File: src/rtl/generation_timer_pkg.sv
// rtl/generation_timer_pkg.sv - shared types for the generation timer
// State encoding is fixed so display/debug logic can decode the raw state bits.
package generation_timer_pkg;

  localparam int GT_STATE_W = 2;

  typedef enum logic [GT_STATE_W-1:0] {
    ST_IDLE    = 2'd0,
    ST_RUN     = 2'd1,
    ST_PAUSED  = 2'd2,
    ST_EXPIRED = 2'd3
  } gt_state_e;

endpackage

File: src/rtl/generation_timer.sv
// rtl/generation_timer.sv - loadable down-counter with borrow pulse and run/pause FSM
// Counts programmed ticks down, then pulses borrow to step the simulation one generation.
module generation_timer
  import generation_timer_pkg::*;
#(
  parameter int WIDTH        = 8,
  parameter int DEFAULT_LOAD = 20
) (
  input  logic             clk,
  input  logic             resetn,
  input  logic             tick,
  input  logic             load_valid,
  output logic             load_ready,
  input  logic [WIDTH-1:0] load_value,
  input  logic             start,
  input  logic             stop,
  input  logic             auto_reload,
  output logic [WIDTH-1:0] count,
  output logic             borrow,
  output logic             busy
);

  localparam logic [WIDTH-1:0] RESET_LOAD = WIDTH'(DEFAULT_LOAD);
  localparam logic [WIDTH-1:0] ONE        = WIDTH'(1);

  gt_state_e        state_q;
  logic [WIDTH-1:0] count_q;
  logic [WIDTH-1:0] reload_q;
  logic             borrow_q;
  logic             busy_q;

  logic             load_acc;
  logic [WIDTH-1:0] load_d;

  assign load_ready = (state_q == ST_IDLE) || (state_q == ST_EXPIRED);
  assign load_acc   = load_valid && load_ready;
  // A zero reload would never reach the terminal count, so it is promoted to 1.
  assign load_d     = (load_value == '0) ? ONE : load_value;

  always_ff @(posedge clk) begin
    if (!resetn) begin
      state_q  <= ST_IDLE;
      count_q  <= RESET_LOAD;
      reload_q <= RESET_LOAD;
      borrow_q <= 1'b0;
      busy_q   <= 1'b0;
    end else begin
      borrow_q <= 1'b0;
      case (state_q)
        ST_IDLE, ST_EXPIRED: begin
          if (load_acc) begin
            reload_q <= load_d;
            count_q  <= load_d;
          end
          if (start && !stop) begin
            state_q <= ST_RUN;
            busy_q  <= 1'b1;
            count_q <= load_acc ? load_d : reload_q;
          end
        end
        ST_RUN: begin
          if (stop) begin
            state_q <= ST_PAUSED;
          end else if (tick) begin
            if (count_q == ONE) begin
              borrow_q <= 1'b1;
              if (auto_reload) begin
                count_q <= reload_q;
              end else begin
                count_q <= '0;
                state_q <= ST_EXPIRED;
                busy_q  <= 1'b0;
              end
            end else if (count_q > ONE) begin
              count_q <= count_q - ONE;
            end
          end
        end
        ST_PAUSED: begin
          if (stop) begin
            state_q <= ST_IDLE;
            busy_q  <= 1'b0;
            count_q <= reload_q;
          end else if (start) begin
            state_q <= ST_RUN;
          end
        end
        default: begin
          state_q <= ST_IDLE;
          busy_q  <= 1'b0;
        end
      endcase
    end
  end

  assign count  = count_q;
  assign borrow = borrow_q;
  assign busy   = busy_q;

endmodule

File: config.mk
export PLATFORM = sky130hd
export DESIGN_NAME = generation_timer
export DESIGN_NICKNAME = d
export VERILOG_FILES = /design/src/rtl/generation_timer_pkg.sv /design/src/rtl/generation_timer.sv
export SDC_FILE = /design/constraint.sdc
export NUM_CORES = 1
export LEC_CHECK = 0
export BUFFER_PORTS_ARGS = -buffer_cell sky130_fd_sc_hd__buf_4
export CORE_MARGIN = 10
export CORE_UTILIZATION = 55
export DETAILED_ROUTE_END_ITERATION = 10
export GPL_ROUTABILITY_DRIVEN = 0
export PLACE_DENSITY = 0.86
export SYNTH_ARGS = -nofsm -noshare
export SYNTH_HDL_FRONTEND = slang
export SYNTH_SLANG_ARGS = --single-unit
File: constraint.sdc
create_clock -name clk -period 2.4 [get_ports clk]
set_input_delay 0.12 -clock clk [delete_from_list [all_inputs] [get_ports clk]]
set_output_delay 0.12 -clock clk [all_outputs]
set_load 0.05 [all_outputs]
==> results.toml, run 1 <==
[synthesis]
synthAdderAreaFrac = 0.03623
synth-async-reset-ratio = 0
synth_cell_types = 51
synth.cell_area_um2 = 1381
yosys_warnings = 0
synth.area.mux_share = 0.05435
avgSynthCellArea_um2 = 7.848
synthFlopType = "dfxtp_1"
synth_top_area_frac = 0.2899
synth_xor_area_frac = 0.01902
synth_compound_area_frac = 0.2663
synth_fp_nets = 195
syn_inst = 176
synth_top_family_by_area = "simple AND/OR/NAND/NOR gates"
synth_top_cell_by_area = "dfxtp_1"
synth_common_cells = "31 x nand2_1, 20 x dfxtp_1, 10 x a21oi_1, 10 x nor3_1, 9 x nor2_1"
synth_edf_count = 0
synth.top_cells.by_area = "dfxtp_1 29%, nand2_1 8.4%, a21oi_1 3.6%"
synth-simple-area-share = 0.2871
ys_ff_latch = 20
synth_most_common_cell = "nand2_1"
ys_seq_area_frac = 0.2899

[setup_path]
crit_path_end_kind = "register"
worst_ep_arrival_time_ps = 2330
cp-start-kind = "register"
r2r_start = "count[0]"
crit_fanout = 7
reg2reg_slack_ps = 280
timing.rr.end = "count[3]"
critical_path_class = "register to register"
worstPathRequired_ps = 2620
reg2reg_depth = 6
critical_path.startpoint = "count[0]"

[finish]
area_delta_synth_final_pct = 18.12
antennaDiodeCount = 0
seq_area_um2 = 400.4
fillers = 208
fin_nets = 219
drive_gt1_frac = 0.2362
multi_input_area_um2 = 915.9
postLayoutCellArea_um2 = 1632

[power]
pwr_density_cell_nw_per_um2 = 636.4
combPwrFrac = 0.327
swShare = 0.3668
leakage_nw = 0.6263
clockPowerShare = 0.281
p_seq_frac = 0.392
ir_drop_v = 0.0004690
power_mw = 1.038
power.switching_mw = 0.3809
power.internal_mw = 0.6575

[timing]
fin_crit_sh = 0.8816
relSlewSlack = 0.6474
tightestPinTransition_ps = 526.7
min_period_ps = 2116
hold_violations = 0
final_max_slew_viol_count = 0
holdWs_ps = 15.85
rsz0062_at_grt = "no"
finalSetupViolCount = 0
skew_ps = 11.32
setup_tns_ps = 0
fmax_mhz = 472.6
fin_ws_ps = 284.1

[detailed_routing]
num_vias = 1400
drcViolationCount = 0
viasPerCell = 6.114
wl_per_cell_um = 16.25
drt_wl_total_mm = 3.721
ant_nets = 0
drt_iter0_drc = 124
drtPass1Iterations = 4

[cts]
post_cts_buffers = 0
h-tree-depth = 1
cts_tree = "built"
clk_latency_ps = 330
ctsHoldBuffers = 0
numCtsBuffers = 3
cts_sinks = 20
clockBufferDepth = 2
cts_root_buf = "clkbuf_4"
cts_resized = 0
path_clk_slew_ps = 130

[floorplanning]
die_h_um = 70.12
core_area_um2 = 2432
rows = 18
io_pins = 26
start_util = 0.5679
chipWidth_um = 70.12
die_area_um2 = 4916

[hold_path]
hold_class = "input port to register"
min_from = "load_value[2]"
hold_end = "reload_q[2]"
hold_depth = 3

[place]
hpwl_mm = 2.784
placed_area_um2 = 1579
io_buffers = 25
dp_worst_setup_slack_ps = 357.7

[global_routing]
met1_usage = 0.1878
grt_pass1_vias = 1245
grt_usage = 0.1440
grt_max_degree = 23
met2_usage = 0.2296
busiest_layer = "met2"
use_met3 = 0.02401
grt_pass1_wl_mm = 6.037
antenna_found_initial = 0
grt-ovfl-total = 0

[flow_run]
cap_violations = 0

[run_status]
status = "completed"
worst max path at each step:
| stage | endpoint |
|---|---|
| global placement | count[3] |
| finish | count[3] |
| floorplan | count[4] |
| global route | count[5] |
| detailed placement | count[3] |
| CTS | count[3] |
metrics by stage:
step / instances / util
after global placement: 225 / 0.6492
after global routing: 229 / 0.6708
after detailed placement: 225 / 0.6492
final: 229 / 0.6708
after CTS: 229 / 0.6708
after floorplan: 176 / -
cells by family after synthesis:
kind of cell	count (synthesis)
AND/OR/NAND/NOR	76
multiplexers	7
flip-flops	20
adder cells (fa/ha/maj)	4
XOR/XNOR	3
buffers and inverters	15
AO/OA/AOI/OAI	51
registers in the layout (all words and copies together) (netlist names):
register,cells
count,8
reload_q,8
state_q,2
borrow,1
busy,1
power by group through the flow:
stage / Clock, mW / Sequential [mW] / Combinational (mW)
floorplan: 0 / 0.467 / 0.183
global placement: 0 / 0.411 / 0.329
detailed placement: 0 / 0.413 / 0.334
CTS: 0.291 / 0.406 / 0.337
global route: 0.301 / 0.412 / 0.367
finish: 0.292 / 0.407 / 0.339
cells in the final DEF (no fill, tap or decap), types with 2 or more instances in the layout:
| cell type | netlist | layout |
|---|---|---|
| nor2_1 | 9 | 9 |
| a21boi_0 | 3 | 3 |
| a21oi_1 | 10 | 10 |
| ha_1 | 4 | 4 |
| xnor2_1 | 2 | 2 |
| buf_4 | 0 | 26 |
| clkbuf_4 | 0 | 3 |
| dfxtp_1 | 20 | 20 |
| nor4_1 | 2 | 2 |
| nand3_1 | 6 | 6 |
| nand2_1 | 31 | 31 |
| nor3_1 | 10 | 10 |
| or2_2 | 2 | 2 |
| o21ai_0 | 7 | 7 |
| mux2_2 | 4 | 4 |
| a221oi_1 | 3 | 3 |
| nor2b_1 | 2 | 2 |
| o31ai_1 | 2 | 2 |
| nand2b_1 | 2 | 2 |
| inv_1 | 8 | 8 |
| a221o_1 | 2 | 2 |
| and2_1 | 3 | 3 |
| o21ai_1 | 6 | 6 |
| a31oi_1 | 4 | 4 |
| mux2i_1 | 3 | 3 |
layer usage:
layer,wire [um],up-vias
li1,-,686
met1,1674,639
met2,1719,70
met3,276,5
met4,51,0
met5,0,-
final cells by class:
type                       count  area share
tap                           30     0.02301
clock buffer                   3     0.01380
timing repair buffer          26      0.1196
clock inverter                 1     0.01840
multi-input combinational    141      0.5614
inverter                       8     0.01840
sequential                    20      0.2454
critical path: stages (launching register included):
cell      delay [ps]
dfxtp_1          470
ha_1             250
nor3b_2          480
nand2_2          170
and2_4           210
a221oi_1         280
o22ai_1          130
(Power assumes the default switching activity.)
==> inputs of run 2 (changes only) <==
Settings changed: CORE_UTILIZATION 55 to 59, PLACE_DENSITY 0.86 to 0.91.
Clock period 2.4 ns to 2.55 ns, I/O delays scaled along.
==> run 2 against run 1 <==
Compared with the run above: clock-buffer cell count up 1; maximum frequency down 4.9%; cell count down 0.87%; die area down 4.9%; critical path type unchanged; sequential share of layout area up 0.29 points.
==> results.toml, run 2 (same netlist as run 1, synthesis figures left out) <==
[timing]
finalSetupViolCount = 0
tightestPinTransition_ps = 457.1
skew_ps = 1.368
fmax_mhz = 449.6
min_period_ps = 2224
fin_crit_sh = 0.8722
rsz0062_at_grt = "no"
relSlewSlack = 0.6930
setup_tns_ps = 0
hold_violations = 0
final_max_slew_viol_count = 0

[global_routing]
grt_pass1_vias = 1326
grt_usage = 0.1645
grt_pass1_wl_mm = 6.154
antenna_found_initial = 0
grt_max_degree = 23
grt-ovfl-total = 0

[floorplanning]
io_pins = 26
start_util = 0.6244
rows = 17
die_area_um2 = 4677
chipWidth_um = 68.39
core_area_um2 = 2212
die_h_um = 68.39

[finish]
finish.utilization = 0.7291
area_delta_synth_final_pct = 16.76
fin_nets = 219
layout_common_cells = "31 x nand2_1, 26 x buf_4, 20 x dfxtp_1"
postLayoutCellArea_um2 = 1613
drive_gt1_frac = 0.2362
final_common_cell = "nand2_1"
antennaDiodeCount = 0

[cts]
cts_resized = 0
clk_latency_ps = 300
cts_tree = "built"
clockBufferDepth = 2
numCtsBuffers = 3
post_cts_buffers = 0
cts_root_buf = "clkbuf_4"
h-tree-depth = 1
ctsHoldBuffers = 0
path_clk_slew_ps = 120
cts_sinks = 20

[setup_path]
reg2reg_depth = 7
critical_path_class = "register to register"
cp-start-kind = "register"
crit_chain = "inv_1 -> ha_1 -> nor2b_1 -> a221oi_1 -> o21a_2 -> nor3b_1 -> o21ai_1"
cp-endpoint = "count[2]"
crit_path_end_kind = "register"
critical_path.startpoint = "state_q[0]"
timing.rr.end = "count[2]"
reg2reg_slack_ps = 330
worstPathRequired_ps = 2750
crit_fanout = 16
crit_family = "compound AO/OA/AOI/OAI gates"
worst_ep_arrival_time_ps = 2420
r2r_start = "state_q[0]"
cpMaxStageDelayCell = "o21a_2"
path_depth = 7
cpPeakStageDelay_ps = 420
cp.buffers_inverters = 1

[detailed_routing]
wl_met1_mm = 1.679
met3_length_um = 276
drt_iter0_drc = 122
top_layer = "met4"
wl_per_cell_um = 16.30
num_vias = 1416
dr_wl_met2_mm = 1.700
drtPass1Iterations = 4
ant_nets = 0
drcViolationCount = 0
viasPerCell = 6.238
drt_wl_total_mm = 3.700

[place]
io_buffers = 25
placed_area_um2 = 1577
hpwl_mm = 2.845

[power]
leakage_nw = 0.6194
pwr_density_cell_nw_per_um2 = 553.0
ir_drop_v = 0.0003934

[flow_run]
cap_violations = 0

[hold_path]
min_from = "load_value[2]"
hold_class = "input port to register"

[run_status]
status = "completed"
==> run 2: cell types whose count changed in the layout (fill, tap and decap cells not counted), sizes merged <==
cell	before	now
bufinv	1	0
clkbuf	3	4
==> run 2: report_power, final <==
group	internal, mW	switching (mW)
clock	0.0871	0.102
sequential	0.341	0.0421
combinational	0.118	0.201
==> run 2: worst min path at each step <==
stage	end	slack, ps	cells after the start
floorplan	reload_q[2]	250	2
global placement	reload_q[2]	360	3
detailed placement	reload_q[2]	370	3
CTS	reload_q[2]	60	3
global route	reload_q[2]	60	3
finish	reload_q[2]	50	3
==> run 2: layout make-up <==
cell class	count	area, um^2
clock buffer	4	36.28
fill	182	599.3
inverter	8	30.03
multi-input combinational	141	915.9
sequential	20	400.4
tap	28	35.03
timing repair buffer	26	195.2
==> run 2: tightest hold or removal path: stages <==
cell	delay [ps]
buf_4	100
nand2_1	40
nand3_1	60
==> run 2: through the flow <==
| stage | hold slack, ps | std cells | worst slack (ps) | power (mW) |
|---|---|---|---|---|
| after floorplan | 251.7 | 176 | 450.0 | 0.6119 |
| after global placement | 355.0 | 223 | 499.0 | 0.6951 |
| after detailed placement | 369.7 | 223 | 407.8 | 0.7043 |
| after CTS | 55.03 | 227 | 375.6 | 0.8891 |
| after global routing | 56.54 | 227 | 199.9 | 0.9392 |
| final | 47.69 | 227 | 325.9 | 0.8919 |
==> run 2: per-layer routing <==
layer,track usage,vias to the layer above
met1,0.2183,644
met4,0.06533,0
met5,0,-
met2,0.2535,76
met3,0.03263,7
li1,-,689
